File: config.mk
export PLATFORM = sky130hd
export DESIGN_NAME = fpu_fetch_sequencer
export DESIGN_NICKNAME = d
export VERILOG_FILES = /design/src/rtl/fpu_fetch_sequencer.sv
export SDC_FILE = /design/constraint.sdc
export NUM_CORES = 1
export LEC_CHECK = 0
export BUFFER_PORTS_ARGS = -buffer_cell sky130_fd_sc_hd__buf_2
export CAP_MARGIN = 20
export CORE_ASPECT_RATIO = 0.6
export CORE_MARGIN = 2
export CORE_UTILIZATION = 25
export CTS_CLUSTER_SIZE = 40
export DETAILED_ROUTE_END_ITERATION = 6
export GPL_ROUTABILITY_DRIVEN = 0
export PLACE_DENSITY = 0.46
export SLEW_MARGIN = 20
export SYNTH_ARGS = -nofsm -noshare
export SYNTH_HDL_FRONTEND = slang
export SYNTH_SLANG_ARGS = --single-unit
File: constraint.sdc
create_clock -name clk -period 5.36 [get_ports clk]
set_input_delay 1.072 -clock clk [delete_from_list [all_inputs] [get_ports clk]]
set_output_delay 1.072 -clock clk [all_outputs]
set_load 0.005 [all_outputs]
File: src/rtl/fpu_fetch_sequencer.sv
// rtl/fpu_fetch_sequencer.sv - UART program loader and in-order instruction fetch sequencer
module fpu_fetch_sequencer #(
  parameter int          DATA_W   = 32,
  parameter int          ADDR_W   = 8,
  parameter int          MEM_LAT  = 1,
  parameter logic [31:0] END_WORD = 32'h0000_0FFF
) (
  input  logic              clk,
  input  logic              rst_l,
  input  logic              rx_dv_i,
  input  logic [7:0]        rx_byte_i,
  output logic              mem_we_o,
  output logic [ADDR_W-1:0] mem_waddr_o,
  output logic [DATA_W-1:0] mem_wdata_o,
  output logic              mem_re_o,
  output logic [ADDR_W-1:0] mem_raddr_o,
  input  logic [DATA_W-1:0] mem_rdata_i,
  output logic [DATA_W-1:0] instr_o,
  output logic              instr_valid_o,
  input  logic              done_i,
  input  logic              stall_i,
  output logic              load_done_o,
  output logic              halt_o,
  output logic              overflow_o,
  output logic [ADDR_W:0]   word_count_o
);
  localparam int                NB       = DATA_W / 8;
  localparam int                IDX_W    = (NB > 1) ? $clog2(NB) : 1;
  localparam logic [IDX_W-1:0]  LAST_IDX = IDX_W'(NB - 1);
  localparam logic [1:0]        LAT_LAST = 2'(MEM_LAT - 1);
  localparam logic [ADDR_W:0]   DEPTH    = (ADDR_W+1)'(2 ** ADDR_W);
  localparam logic [DATA_W-1:0] END_W    = DATA_W'(END_WORD);

  typedef enum logic [2:0] {
    S_LOAD, S_FETCH, S_WAIT_MEM, S_ISSUE, S_WAIT_EXEC, S_HALT
  } state_t;

  state_t            state, state_nx;
  logic [IDX_W-1:0]  byte_idx;
  logic [DATA_W-1:0] asm_word, word_nx;
  logic [ADDR_W-1:0] waddr, pc;
  logic [ADDR_W:0]   word_count;
  logic [1:0]        lat_cnt;
  logic              done_pend, we_q, load_done_q, overflow_q;
  logic [DATA_W-1:0] wdata_q, instr_q;
  logic              last_byte, is_end, full_now, advance, last_instr;

  // Word as it would look with the incoming byte merged in (little-endian)
  always_comb begin
    word_nx = asm_word;
    word_nx[{byte_idx, 3'b000} +: 8] = rx_byte_i;
  end

  assign last_byte  = rx_dv_i && (byte_idx == LAST_IDX);
  assign is_end     = (word_nx == END_W);
  assign full_now   = we_q && ((word_count + (ADDR_W+1)'(1)) == DEPTH);
  assign advance    = done_pend && !stall_i;
  assign last_instr = (instr_q == END_W) ||
                      (({1'b0, pc} + (ADDR_W+1)'(1)) == word_count);

  always_comb begin
    state_nx = state;
    case (state)
      S_LOAD: begin
        if (full_now)
          state_nx = S_FETCH;
        else if (last_byte && is_end)
          state_nx = (word_count == '0) ? S_HALT : S_FETCH;
      end
      S_FETCH:     state_nx = S_WAIT_MEM;
      S_WAIT_MEM:  if (lat_cnt == LAT_LAST) state_nx = S_ISSUE;
      S_ISSUE:     state_nx = S_WAIT_EXEC;
      S_WAIT_EXEC: if (advance) state_nx = last_instr ? S_HALT : S_FETCH;
      S_HALT:      if (rx_dv_i) state_nx = S_LOAD;
      default:     state_nx = S_LOAD;
    endcase
  end

  always_ff @(posedge clk or negedge rst_l) begin
    if (!rst_l) begin
      state       <= S_LOAD;
      byte_idx    <= '0;
      asm_word    <= '0;
      waddr       <= '0;
      pc          <= '0;
      word_count  <= '0;
      lat_cnt     <= '0;
      done_pend   <= 1'b0;
      we_q        <= 1'b0;
      wdata_q     <= '0;
      instr_q     <= '0;
      load_done_q <= 1'b0;
      overflow_q  <= 1'b0;
    end else begin
      state <= state_nx;
      we_q  <= 1'b0;
      case (state)
        S_LOAD: begin
          if (rx_dv_i) begin
            asm_word <= word_nx;
            byte_idx <= last_byte ? '0 : byte_idx + IDX_W'(1);
            if (last_byte && !is_end && !full_now) begin
              we_q    <= 1'b1;
              wdata_q <= word_nx;
            end
          end
          if (we_q) begin
            waddr      <= waddr + ADDR_W'(1);
            word_count <= word_count + (ADDR_W+1)'(1);
          end
          if (full_now) overflow_q <= 1'b1;
          if (state_nx != S_LOAD) begin
            load_done_q <= 1'b1;
            pc          <= '0;
          end
        end
        S_WAIT_MEM: begin
          lat_cnt <= lat_cnt + 2'd1;
          if (lat_cnt == LAT_LAST) begin
            lat_cnt <= '0;
            instr_q <= mem_rdata_i;
          end
        end
        S_ISSUE: if (done_i) done_pend <= 1'b1;
        S_WAIT_EXEC: begin
          if (advance) begin
            done_pend <= 1'b0;
            pc        <= pc + ADDR_W'(1);
          end else if (done_i) begin
            done_pend <= 1'b1;
          end
        end
        S_HALT: begin
          // Reload: the waking byte is the first byte of the new program
          if (rx_dv_i) begin
            asm_word[7:0] <= rx_byte_i;
            byte_idx      <= IDX_W'(1);
            waddr         <= '0;
            word_count    <= '0;
            load_done_q   <= 1'b0;
            overflow_q    <= 1'b0;
          end
        end
        default: ;
      endcase
    end
  end

  assign mem_we_o      = we_q;
  assign mem_waddr_o   = waddr;
  assign mem_wdata_o   = wdata_q;
  assign mem_re_o      = (state == S_FETCH);
  assign mem_raddr_o   = pc;
  assign instr_o       = instr_q;
  assign instr_valid_o = (state == S_ISSUE);
  assign load_done_o   = load_done_q;
  assign halt_o        = (state == S_HALT);
  assign overflow_o    = overflow_q;
  assign word_count_o  = word_count;

endmodule

Word level (Yosys, flattened, before mapping)
Index checks and enable logic that the tools add are counted.
{"block": "totals", "ff_bits": 132, "output_inout_bits": 95, "inputBits": 45}
{"block": "op_classes", "addsub": 7, "shifts": 2, "n_eq_ne": 16, "muxes": 37, "reduce_logical": 25}
{"op": "== test 32 x 12 -> 1 bit, second input constant", "count": 2}
{"op": "2-to-1 mux 8 bit", "count": 6}
{"op": "one-hot mux 8 bit (2 select lines)", "count": 3}
{"op": "bitwise mux 32 bit", "count": 1}
{"op": "variable shift 8 x 7 -> 32 bit, first input constant", "count": 1}
{"op": "indexed part select 8 x 7 -> 32 bit", "count": 1}
{"op": "2-to-1 mux 3 bit", "count": 7}
{"op": "2-to-1 mux 9 bit", "count": 2}
{"op": "one-hot mux 3 bit (6 select lines)", "count": 1}
{"op": "one-hot mux 9 bit (2 select lines)", "count": 1}
{"op": "AND reduction 3 bit", "count": 6}
{"op": "adder 8 x 1 -> 8 bit, second input constant", "count": 2}
{"op": "inequality test 2 bit, second input constant", "count": 6}
{"op": "adder 8 x 1 -> 9 bit, second input constant", "count": 1}
{"op": "adder 9 x 1 -> 9 bit, second input constant", "count": 1}
{"op": "== test 9 bit", "count": 1}
{"op": "== test 9 bit, second input constant", "count": 1}
{"op": "zero test 9 bit", "count": 1}
{"op": "2-to-1 mux 1 bit", "count": 8}
{"op": "2-to-1 mux 2 bit", "count": 4}
{"op": "negator 5 -> 7 bit", "count": 1}
{"op": "== test 3 x 2 -> 1 bit, second input constant", "count": 2}
{"op": "== test 3 bit, second input constant", "count": 2}
{"op": "logical AND 1 bit", "count": 6}
{"op": "other kinds (12)", "count": 20}

Depth between registers and ports, before layout
{"block": "depth", "ltp_word": 11, "depth_mapped": 13}

Least setup slack after synthesis
No wires, ideal clock.
{"block": "synth_timing", "kind": "input -> register", "from": "input port rx_byte_i[0]", "to": "register wdata_q[11] (netlist: mem_wdata_o[11])", "setup_slack_ns": 2.082, "required_ns": 5.235, "cell_stages": 9, "t_arrival_ns": 3.153, "cell_sequence": "buf_2 -> and4bb_1 -> a21oi_1 -> or4_1 -> or4_1 -> buf_6 -> nand2_8 -> buf_12 -> mux2_4"}
{"block": "synth_between", "elab_chain_cells": 7}
{"item": "start: declaration", "line_no": "11", "source": "input logic [7:0] rx_byte_i,"}
{"item": "indexed part select 8 x 7 -> 32 bit *", "line_no": "51", "source": "word_nx[{byte_idx, 3'b000} +: 8] = rx_byte_i;"}
{"item": "bitwise mux 32 bit *", "line_no": "51"}
{"item": "== test 32 x 12 -> 1 bit", "line_no": "55", "source": "assign is_end = (word_nx == END_W);"}
{"item": "zero test 1 bit", "line_no": "102", "source": "if (last_byte && !is_end && !full_now) begin"}
{"item": "logical AND 1 bit (2 in series)", "line_no": "102"}
{"item": "AND reduction 3 bit (no source line)"}
{"item": "end signal: assignment", "line_no": "104", "source": "wdata_q <= word_nx;"}
{"item": "end: declaration", "line_no": "45", "source": "logic [DATA_W-1:0] wdata_q, instr_q;"}
Every way passes the cells marked *; elsewhere a longest branch is shown, timed or not.
A chain may end at the register's enable or synchronous reset.

Worst setup path in the final report
{"block": "layout_timing", "from": "register byte_idx[0]", "to": "register wdata_q[4] (netlist: mem_wdata_o[4])"}
{"block": "layout_between", "elab_chain_cells": 8}
{"item": "start: declaration", "line_no": "39", "source": "logic [IDX_W-1:0] byte_idx;"}
{"item": "start signal: assignment", "line_no": "101", "source": "byte_idx <= last_byte ? '0 : byte_idx + IDX_W'(1);"}
{"item": "negator 5 -> 7 bit", "line_no": "51"}
{"item": "indexed part select 8 x 7 -> 32 bit / variable shift 8 x 7 -> 32 bit (equally long branches)", "line_no": "51"}
{"item": "bitwise mux 32 bit", "line_no": "51"}
{"item": "== test 32 x 12 -> 1 bit", "line_no": "55"}
{"item": "zero test 1 bit", "line_no": "102"}
{"item": "logical AND 1 bit (2 in series)", "line_no": "102"}
{"item": "AND reduction 3 bit (no source line)"}
Parallel ways exist; a longest one is shown, timed or not.

==> impl_metrics.env <==
export IMPL_status="finished clean"
export IMPL_holdCritPathClass="flip-flop to flip-flop"
export IMPL_period_share_pct=71.0
export IMPL_synth_seq_area_share_pct=49.3
export IMPL_die_x_um=215
export IMPL_drt_first_pass_iters=4
export IMPL_hold_slack_ns=0.482
export IMPL_clock_latency_ns=0.43
export IMPL_finClkSkew_ns=0.0119
export IMPL_endpoint_kind="flip-flop"
export IMPL_clk_pin_slew_worst_paths_ns=0.06
export IMPL_timing_critical_path_buf_inv=1
export IMPL_crit_required_ns=5.67
export IMPL_max_freq_ghz=0.263
export IMPL_crit_chain="inv_1 > ha_1 > nor3b_2 > a32o_1 > o2111ai_1 > or4_1 > nand2_8 > mux2_4"
export IMPL_via_per_inst=4.61
export IMPL_postSynthNetCount=676
export IMPL_yosys_register_bits=132
export IMPL_post_cts_setup_buffer_count=0
export IMPL_grt_max_degree=96
export IMPL_worstMarginPinSlew_ns=0.949
export IMPL_slowest_delay_ns=0.78
export IMPL_mostFrequentLayoutCells="buf_2 (138), dfrtp_1 (132), nand2_1 (50)"
export IMPL_syn_inst=619
export IMPL_crit_end="mem_wdata_o[4]"
export IMPL_drive_gt1_share_pct=32.1
export IMPL_setup_ws_ns=1.56
export IMPL_cts_resized=0
export IMPL_ios=140
export IMPL_synthesis_area_um2=6700
export IMPL_dieArea_um2=28200
export IMPL_drtIter0Drc=350
export IMPL_antenna_found_initial=0
export IMPL_crit_family="simple AND/OR/NAND/NOR gates"
export IMPL_yosys_warnings=0
export IMPL_wl_per_cell_um=17.6
export IMPL_initial_core_util_pct=25.4
export IMPL_slew_viol_final=0
export IMPL_syn_to_final_growth_pct=22.9
export IMPL_path_depth=8
export IMPL_crit_start="byte_idx[0]"
export IMPL_dp_cells=1079
export IMPL_grt_ovfl_total=0
export IMPL_comb_power_share_pct=35.7
export IMPL_synthDistinctLibCells=64
export IMPL_fin_cells=1111
export IMPL_placed_area_um2=7640
export IMPL_reg2reg_from="byte_idx[0]"
export IMPL_finalCriticalPeriod_ns=3.80
export IMPL_grt_pass1_vias=4951
export IMPL_cap_violations=0
export IMPL_timing_rr_end="mem_wdata_o[4]"
export IMPL_cts_tree="done"
export IMPL_die_h_um=131
export IMPL_regToRegSetupSlack_ns=1.56
export IMPL_cts_sinks=132
export IMPL_r2r_cells=8
export IMPL_totalWireLength_um=19500
export IMPL_fin_area_um2=8230
export IMPL_setup_viol=0
export IMPL_grt_use_total_pct=14.4
export IMPL_postRouteAntennaNets=0
export IMPL_synth_edf_count=0
export IMPL_grt_pass1_wl_um=30700
export IMPL_power_density_nw_per_um2=560
export IMPL_port_buffers=139
export IMPL_final_nets=795
export IMPL_clockRootBuffer="clkbuf_16"
export IMPL_p_clk_share_pct=25.7
export IMPL_ir_worst_vdd_mv=0.204
export IMPL_crit_type="flip-flop to flip-flop"
export IMPL_synth_async_reset_ratio_pct=100
export IMPL_tns_ns=0
export IMPL_max_slew_margin_rel_pct=36.7
export IMPL_slowest_stage="or4_1"
export IMPL_avgSynthCellArea_um2=10.8
export IMPL_core_rowCount=46
export IMPL_start_kind="flip-flop"
export IMPL_diodes=0
export IMPL_finalHoldViolCount=0
export IMPL_ctsLongestPathBuffers=2
export IMPL_hpwl_um=13900
export IMPL_leakage_nw=3.89
export IMPL_htree_levels=4
export IMPL_cp_max_fo=30
export IMPL_power_switching_share_pct=36.6
export IMPL_via_count=5119
export IMPL_drc=0
export IMPL_core_area_um2=26400
export IMPL_worst_ep_arrival_time_ns=4.11
export IMPL_dp_slack_ns=1.59
export IMPL_postCtsHoldBufs=0
export IMPL_p_switching_mw=1.68
export IMPL_seqPwrFrac_pct=38.6
export IMPL_internal_power_mw=2.92
export IMPL_ys_flop_type="dfrtp_1"
export IMPL_cts_buffers=17
export IMPL_rsz0062_at_grt="false"
export IMPL_final_common_cell="buf_2"
==> sequential cells by signal, summed over array words and instances, names as in the netlist <==
register,cells
word_count_o,9
mem_we_o,1
lat_cnt,2
overflow_o,1
mem_wdata_o,32
byte_idx,2
mem_raddr_o,8
mem_waddr_o,8
done_pend,1
instr_o,32
load_done_o,1
asm_word,32
state,3
==> how the worst min path moves through the flow <==
stage | from | end | cells after the start
4_1_cts | done_pend | done_pend | 1
2_1_floorplan | asm_word[29] | asm_word[29] | 2
3_5_place_dp | done_pend | done_pend | 1
3_3_place_gp | done_pend | done_pend | 1
6_report | done_pend | done_pend | 1
5_1_grt | asm_word[11] | asm_word[11] | 1
==> routing by layer <==
metal	vias to the layer above	GRT usage, %	part of all wire (%)
met2	130	17.8	37
met1	2523	22.7	55
met5	-	0	0
li1	2450	-	-
met4	0	4.26	1.2
met3	16	4.98	6.4
==> synth_stat cells (3+ instances only) <==
library cell / number / area share [%]
a21oi_1: 14 / 1.0
a22o_1: 36 / 4.7
a31oi_1: 9 / 0.84
and3_1: 4 / 0.37
and4b_1: 3 / 0.45
buf_12: 3 / 0.90
buf_2: 4 / 0.30
buf_6: 3 / 0.50
clkbuf_1: 31 / 1.7
dfrtp_1: 132 / 49
ha_1: 12 / 2.2
inv_1: 39 / 2.2
mux2_2: 32 / 5.4
mux2_4: 25 / 5.6
mux2i_1: 5 / 0.75
nand2_1: 50 / 2.8
nand2b_1: 4 / 0.37
nand3_1: 19 / 1.4
nand3b_1: 5 / 0.56
nand4_1: 8 / 0.75
nor2_1: 28 / 1.6
nor2b_1: 5 / 0.47
nor3_1: 12 / 0.90
nor4_1: 12 / 1.1
o21ai_0: 46 / 3.4
o22ai_1: 7 / 0.65
or2_2: 3 / 0.28
or4_1: 4 / 0.45
xnor2_1: 15 / 2.0
xor2_1: 9 / 1.2
==> power by group through the flow <==
stage	logic, mW	clock network, mW	registers [mW]
after floorplan	1.13	0	1.66
after global placement	1.66	0	1.79
after detailed placement	1.66	0	1.79
after CTS	1.67	1.22	1.78
after global routing	1.83	1.27	1.85
final	1.65	1.18	1.78
==> kinds of logic after synthesis <==
group	after synthesis	synth area share, %
multiplexers	62	11.7
AND/OR/NAND/NOR	176	14.5
XOR/XNOR	24	3.14
adder cells (fa/ha/maj)	12	2.24
AO/OA/AOI/OAI	131	13.3
buffers and inverters	82	5.75
flip-flops	132	49.3
==> final cells by class <==
cell class                      count  area (um^2)
Timing Repair Buffer              142          724
Inverter                           40          150
Fill cell                        2799        18100
Clock inverter                     11          125
Tap cell                          360          450
Sequential cell                   132         3300
Multi-Input combinational cell    405         3010
Clock buffer                       21          460
==> worst register-to-register path, cell delays in order, from the launching register on <==
cell and delay, ns:
dfrtp_1 0.60, inv_1 0.18, ha_1 0.46, nor3b_2 0.54
a32o_1 0.27, o2111ai_1 0.09, or4_1 0.78, nand2_8 0.41
mux2_4 0.34
==> per-stage QoR <==
step,power [mW],util (%)
2_1_floorplan,2.79,-
3_3_place_gp,3.45,29.0
3_5_place_dp,3.46,29.0
4_1_cts,4.67,31.2
5_1_grt,4.95,31.2
6_report,4.61,31.2
No activity file was read; power rests on OpenSTA's default activity.
